File: src/rtl/tlb_op_ctrl.sv
// TLB operation controller: sequences TLBP/TLBR/TLBWI/TLBWR through IDLE/EXEC/DONE
// and maintains the CP0 Random register used for random replacement.
module tlb_op_ctrl #(
    parameter int TLBNUM = 16,
    localparam int IW = $clog2(TLBNUM)
) (
    input  logic          clk,
    input  logic          reset,
    input  logic          op_valid,
    input  logic [1:0]    op_type,
    output logic          op_ready,
    output logic          op_done,
    input  logic [IW-1:0] cp0_index,
    input  logic [IW-1:0] cp0_wired,
    input  logic [31:0]   cp0_entryhi,
    output logic [18:0]   tlb_s_vpn2,
    output logic [7:0]    tlb_s_asid,
    input  logic          tlb_s_found,
    input  logic [IW-1:0] tlb_s_index,
    output logic          tlb_we,
    output logic [IW-1:0] tlb_w_index,
    output logic [IW-1:0] tlb_r_index,
    output logic          cp0_index_we,
    output logic [31:0]   cp0_index_wdata,
    output logic          cp0_tlbr_we,
    output logic [IW-1:0] random_index
);

    localparam logic [1:0] OP_TLBP  = 2'b00;
    localparam logic [1:0] OP_TLBR  = 2'b01;
    localparam logic [1:0] OP_TLBWI = 2'b10;
    localparam logic [1:0] OP_TLBWR = 2'b11;

    localparam logic [IW-1:0] MAX_IDX = IW'(TLBNUM - 1);

    typedef enum logic [1:0] {
        IDLE,
        EXEC,
        DONE
    } state_t;

    state_t        state;
    logic [1:0]    op_q;
    logic [IW-1:0] index_q;
    logic [18:0]   vpn2_q;
    logic [7:0]    asid_q;

    logic          unused_entryhi_bits;
    assign unused_entryhi_bits = ^cp0_entryhi[12:8];

    assign tlb_s_vpn2  = vpn2_q;
    assign tlb_s_asid  = asid_q;
    assign tlb_r_index = index_q;

    // Operands are captured at accept so later CP0 writes cannot disturb the op in flight.
    always_ff @(posedge clk) begin
        if (reset) begin
            state           <= IDLE;
            op_ready        <= 1'b1;
            op_done         <= 1'b0;
            tlb_we          <= 1'b0;
            tlb_w_index     <= '0;
            cp0_index_we    <= 1'b0;
            cp0_index_wdata <= '0;
            cp0_tlbr_we     <= 1'b0;
            op_q            <= OP_TLBP;
            index_q         <= '0;
            vpn2_q          <= '0;
            asid_q          <= '0;
        end else begin
            case (state)
                IDLE: begin
                    if (op_valid) begin
                        state       <= EXEC;
                        op_ready    <= 1'b0;
                        op_q        <= op_type;
                        index_q     <= cp0_index;
                        vpn2_q      <= cp0_entryhi[31:13];
                        asid_q      <= cp0_entryhi[7:0];
                        tlb_we      <= (op_type == OP_TLBWI) || (op_type == OP_TLBWR);
                        tlb_w_index <= (op_type == OP_TLBWR) ? random_index : cp0_index;
                    end
                end
                EXEC: begin
                    state           <= DONE;
                    tlb_we          <= 1'b0;
                    op_done         <= 1'b1;
                    cp0_index_we    <= (op_q == OP_TLBP);
                    cp0_tlbr_we     <= (op_q == OP_TLBR);
                    cp0_index_wdata <= {~tlb_s_found, {(31 - IW){1'b0}},
                                        tlb_s_found ? tlb_s_index : {IW{1'b0}}};
                end
                DONE: begin
                    state        <= IDLE;
                    op_ready     <= 1'b1;
                    op_done      <= 1'b0;
                    cp0_index_we <= 1'b0;
                    cp0_tlbr_we  <= 1'b0;
                end
                default: begin
                    state        <= IDLE;
                    op_ready     <= 1'b1;
                    op_done      <= 1'b0;
                    tlb_we       <= 1'b0;
                    cp0_index_we <= 1'b0;
                    cp0_tlbr_we  <= 1'b0;
                end
            endcase
        end
    end

    // Random wraps back to the top once it reaches Wired; a Wired at or above the top pins it there.
    always_ff @(posedge clk) begin
        if (reset) begin
            random_index <= MAX_IDX;
        end else if ((cp0_wired >= MAX_IDX) || (random_index <= cp0_wired)) begin
            random_index <= MAX_IDX;
        end else begin
            random_index <= random_index - 1'b1;
        end
    end

endmodule

File: config.mk
export PLATFORM = sky130hd
export DESIGN_NAME = tlb_op_ctrl
export DESIGN_NICKNAME = d
export VERILOG_FILES = /design/src/rtl/tlb_op_ctrl.sv
export SDC_FILE = /design/constraint.sdc
export NUM_CORES = 1
export LEC_CHECK = 0
export ABC_AREA = 1
export BUFFER_PORTS_ARGS = -buffer_cell sky130_fd_sc_hd__buf_4
export CORE_MARGIN = 1.5
export CORE_UTILIZATION = 40
export CTS_BUF_LIST = sky130_fd_sc_hd__clkbuf_8
export CTS_CLUSTER_DIAMETER = 50
export CTS_CLUSTER_SIZE = 12
export DETAILED_ROUTE_END_ITERATION = 7
export MAX_ROUTING_LAYER = met4
export PLACE_DENSITY_LB_ADDON = 0.12
export RECOVER_POWER = 25
export SLEW_MARGIN = 20
export SYNTH_ARGS = -nofsm -noshare
export SYNTH_HDL_FRONTEND = slang
export SYNTH_SLANG_ARGS = --single-unit
File: constraint.sdc
create_clock -name clk -period 1.84 [get_ports clk]
set_clock_uncertainty 0.15 [all_clocks]
set_input_delay 0.276 -clock clk [delete_from_list [all_inputs] [get_ports clk]]
set_output_delay 0.276 -clock clk [all_outputs]
set_load 0.05 [all_outputs]
* Word level (Yosys, flattened, before mapping)
Index checks and enable logic that the tools add are counted.
** Word-level totals
- Memory bits (read-only) :: 0
- Output and inout port bits :: 76
- Word-level logic and storage cells :: 44
- Bits of input ports :: 50
- Latch bits :: 0
- Memories :: 0
- Flip-flop bits (word level) :: 53
- Memory bits (writable) :: 0
** Operators by class
- Magnitude comparators :: 2
- Multiplexer cells :: 11
- Reductions and logical operators :: 8
- Shift-type cells :: 0
- Equal/unequal tests :: 6
- Bitwise gates (word level) :: 3
- Multipliers :: 0
- Div/mod/pow operators :: 0
- Add/subtract/negate cells :: 1
** Operator list (count)
- $pmux W1 S2 :: 5
- $mux W4 :: 2
- $eq A2 B2 Y1 const B :: 3
- $reduce_and A2 Y1 :: 3
- $eq A2 B1 Y1 const B :: 2
- $ge A4 B4 Y1 const B :: 1
- $le A4 B4 Y1 :: 1
- $logic_not A2 Y1 :: 2
- $pmux W2 S2 :: 1
- $sub A4 B1 Y4 const B :: 1
- $not A1 Y1 :: 3
- $logic_or A1 B1 Y1 :: 2
- $mux W1 :: 2
- $mux W2 :: 1
- $ne A2 B2 Y1 const B :: 1
- $reduce_or A2 Y1 :: 1

* Logic depth before layout (Yosys ltp)
- Depth after elaboration :: 4
- Depth in mapped cells :: 8
- Depth with buffers taken out :: 8

* Worst setup path after synthesis
OpenSTA, ideal clock, no wires.
- Kind :: reg2reg
- Start :: reg random_index[0]
- End :: reg random_index[0]
- Clock period less this slack :: 1740 ps
- Arrival :: 1443 ps
- Path slack :: 100 ps
- Cell stages (with the launch flop) :: 7
- Data required time :: 1544 ps
- Buffers on the path :: 0
- Setup time :: 146 ps
- Cell sequence :: dfxtp_1 > inv_1 > ha_1 > nand2_1 > nor2_1 > nor2_1 > nand3_1
** Between the ends
- Longest elaborated chain between the ends :: 3
- Elaborated cells between the ends (all ways) :: 4
- Classes of those cells :: add/sub (1); order compare (1); reduce/logical (2)
** Ends and longest elaborated chain
- start, declared :: RTL line 26 : output logic [IW-1:0] random_index
- start signal, assigned :: RTL line 119 : random_index <= random_index - 1'b1;
- $le A4 B4 Y1 :: RTL line 116 : end else if ((cp0_wired >= MAX_IDX) || (random_index <= cp0_wired)) begin
- $logic_or A1 B1 Y1 :: RTL line 116
- $reduce_or A2 Y1 (no source line)
Parallel ways exist; a longest one is shown, timed or not.
A chain may end at the register's enable or synchronous reset.

* Final worst setup path
- Start :: reg vpn2_q[16] (netlist: tlb_s_vpn2[16])
- End :: out tlb_s_vpn2[16]
** RTL lines
- start, declared :: RTL line 45 : logic [18:0] vpn2_q;
- start signal, assigned :: RTL line 78 : vpn2_q <= cp0_entryhi[31:13];
- end, declared :: RTL line 16 : output logic [18:0] tlb_s_vpn2,
No word-level cell between the ends.

==> results.md <==
* Status: finished, final reports clean
* Setup violators final at 0
* # port buffers at 93
* GP Congestion at between 0.7 and 0.8
* Post-synth top area cell: dfxtp_1
* Largest net degree at the start of global routing at 30
* Reg2Reg Depth at 5
* Fin Hold WS at 0.0558 ns
* Worst vdd ir at 0.000456 V
* Die H at 77.8 µm
* Yosys top cell area share at 0.475
* CTS Sinks at 53
* Die ar. at roughly 6000 µm²
* Setup TNS at 0 ns
* Gr ovfl total at 0
* Antenna Nets Post-Route at 0
* Leak at roughly 1.5 nW
* Crit. End Element: output pin
* End of the worst register-to-register path: tlb_s_asid[5]$_SDFFE_PP0P_
* Mean Syn Cell Area at about 7.5 µm²
* # diodes at 0
* Metal-1 WL at 2.10 mm
* DRC viols at 0
* Min-Delay Path Class: input port to flop
* Part of the power in registers at 0.474
* Slew Viols, Final at 0
* Synth async-reset ratio at 0
* Slowest CP cell: clkbuf_1
* Area contributors post-synth: dfxtp_1 (47%), nor2_1 (14%), buf_4 (9.4%), nand2_1 (6.2%), o21ai_1 (4.9%)
* Routed met2 length at roughly 2.3 mm
* Final period utilization at 0.839
* Die extent in x at 77.8 µm
* Post-CTS Setup Bufs at 0
* Startpoint types: flop
* Crit path from: tlb_s_vpn2[16]$_SDFFE_PP0P_
* Hold Path Cell Cnt at 3
* Io pins at approximately 130
* GRT Util Overall at 0.163
* Most numerous cell in the Yosys netlist: nor2_1
* Worst-skew pair later-pin latency at approximately 0.3 ns
* DR top layer: met4
* Reg area at around 1100 µm²
* CP peak stage delay at 0.49 ns
* Critical path class: flop to output pin
* DR WL met3 at 379 µm
* Buf+Inv Stages, Crit Path at 1
* Post-Synthesis Cells at 300
* Hold Vio Cnt, Final at 0
* Fillers at 609
* Hold Path Sink: tlb_s_vpn2[4]$_SDFFE_PP0P_
* Layout cells sized above 1 at 0.226
* Initial antenna violation count at 0
* P_sw at around 0.001 W
* FMAX at approximately 650 MHz
* Synth unique cells at 18
* Commonest cells post-synth: nor2_1 (84), dfxtp_1 (53), nand2_1 (37)
* Combinational group share of total power at 0.304
* Clock Pin Slew Worst Setup and Hold Paths at 0.08 ns
* Worst-path maximum fanout at 2
* Least-Margin Pin Slew at roughly 0.62 ns
* Final min period at ~1.5 ns
* First-pass GRT wire length at between 7 and 8 mm
* Post-synthesis sequential area ratio at 0.475
* Via density at around 4.3
* Hold path startpoint: cp0_entryhi[17]
* Critical path required time at approximately 1.4 ns
* RSZ-0062 raised after global routing: false
* Area Overhead vs Synth at 30.9%
* Crit path DAT at 1.12 ns
* Crit path max-delay family: buffers and inverters
* Initial DRC count at 63
* CTS tree: yes
* Rows at 27
* Rel. slew slack at 0.590
* Power Density at 923 nW/µm²
* Max-Cap Viols at 0
* Synthesized area at 2240 µm²
* Internal cell power at around 0.0017 W
* Reg-to-reg slack, setup at 0.31 ns
* Number of global-route vias before repair at 1748
* YS warnings at 0
* Initial core utilization at 0.411
* Post-DP HPWL at around 3.6 mm
* Gates resized, CTS repair at 0
* Prevailing post-synth register cell: dfxtp_1
* Final net count at ~450
* Clock Tree Buf Depth at 2
* Post-Route WL at 4.81 mm
* Clock share of power at 0.222
* DR vias at approximately 2k
* Post-synth EDFFs at 0
* Worst r2r src: state[0]$_SDFFE_PP0N_
* Core area at 5440 µm²
* Area of the multi-input gates at 926 µm²
* Inserted Clock Buffers at 5
* Switching Fraction at 0.367
* Cts hold-fix bufs at 0
* Depth of the CTS H-tree at 2
* Synth Register Bits at 53
* Crit path cell chain: clkbuf_1
* TritonRoute pass-1 iters at 4
* CTS root buffer: clkbuf_8
* Avg WL per Cell at roughly 10 µm
kinds of logic (layout without fill, tap and decap cells):
group                    count (synthesis)  after routing  share of synthesized area
AO/OA/AOI/OAI                           48             48                      0.108
XOR/XNOR                                 1              1                    0.00392
adder cells (fa/ha/maj)                  5              5                     0.0280
buffers and inverters                   60            128                      0.153
flip-flops                              53             53                      0.475
other                                    1             27                    0.00168
AND/OR/NAND/NOR                        132            132                      0.231
per-stage QoR:
step | instance area, µm² | setup WS (ns) | utilization | power [W] | instances
5_1_grt | 2930 | 0.169 | 0.538 | 0.00286 | 466
4_1_cts | 3000 | 0.309 | 0.551 | 0.00277 | 466
3_3_place_gp | 2920 | 0.379 | 0.536 | 0.00216 | 458
6_report | 2930 | 0.297 | 0.538 | 0.00270 | 466
2_1_floorplan | 2330 | 0.100 | - | 0.00195 | 326
3_5_place_dp | 2920 | 0.342 | 0.536 | 0.00216 | 458
per-layer routing:
metal | vias to the layer above | track usage
li1 | 1062 | -
met1 | 867 | 0.187
met2 | 65 | 0.276
met3 | 2 | 0.0447
met4 | 0 | 0.0491
met5 | - | -
layout by cell type, fill, tap and decap left out, drive strengths merged:
cell type / count
o22ai: 1
o21ai: 39
nand2: 38
xnor2: 1
a21oi: 8
nor2: 87
ha: 5
buf: 82
clkbuf: 22
conb: 27
nand3b: 1
nand3: 6
dfxtp: 53
inv: 24
power by group through the flow:
stage / clock, W / sequential, W / combinational (W)
floorplan: 0 / 0.00159 / 0.000362
global placement: 0 / 0.00131 / 0.000848
detailed placement: 0 / 0.00131 / 0.000855
CTS: 0.000636 / 0.00128 / 0.000856
global route: 0.000685 / 0.00129 / 0.000881
finish: 0.000600 / 0.00128 / 0.000822
flip-flops by register name, summed over array words and instances, names as in the netlist:
| name | count |
|---|---|
| op_q | 2 |
| tlb_we | 1 |
| tlb_s_asid | 8 |
| op_ready | 1 |
| cp0_index_wdata | 5 |
| cp0_index_we | 1 |
| tlb_w_index | 4 |
| state | 2 |
| random_index | 4 |
| cp0_tlbr_we | 1 |
| op_done | 1 |
| tlb_r_index | 4 |
| tlb_s_vpn2 | 19 |
worst max path at each step:
| stage | cells after the start | slack (ns) | endpoint |
|---|---|---|---|
| after CTS | 6 | 0.31 | tlb_s_vpn2[8]$_SDFFE_PP0P_ |
| after global placement | 6 | 0.38 | tlb_s_vpn2[2]$_SDFFE_PP0P_ |
| after floorplan | 6 | 0.10 | random_index[0]$_SDFF_PP1_ |
| after detailed placement | 6 | 0.34 | tlb_s_vpn2[8]$_SDFFE_PP0P_ |
| after global routing | 5 | 0.17 | tlb_s_vpn2[9]$_SDFFE_PP0P_ |
| final | 1 | 0.30 | tlb_s_vpn2[16] |
area by class of cell:
class                   count  share of cell area
clock buffers               5              0.0235
clock inverters             3             0.00385
inverters                  21              0.0269
multi-input cells         213               0.316
flip-flops and latches     53               0.362
well taps                  72              0.0308
repair buffers             99               0.236
Power figures use the tool's default switching activity.
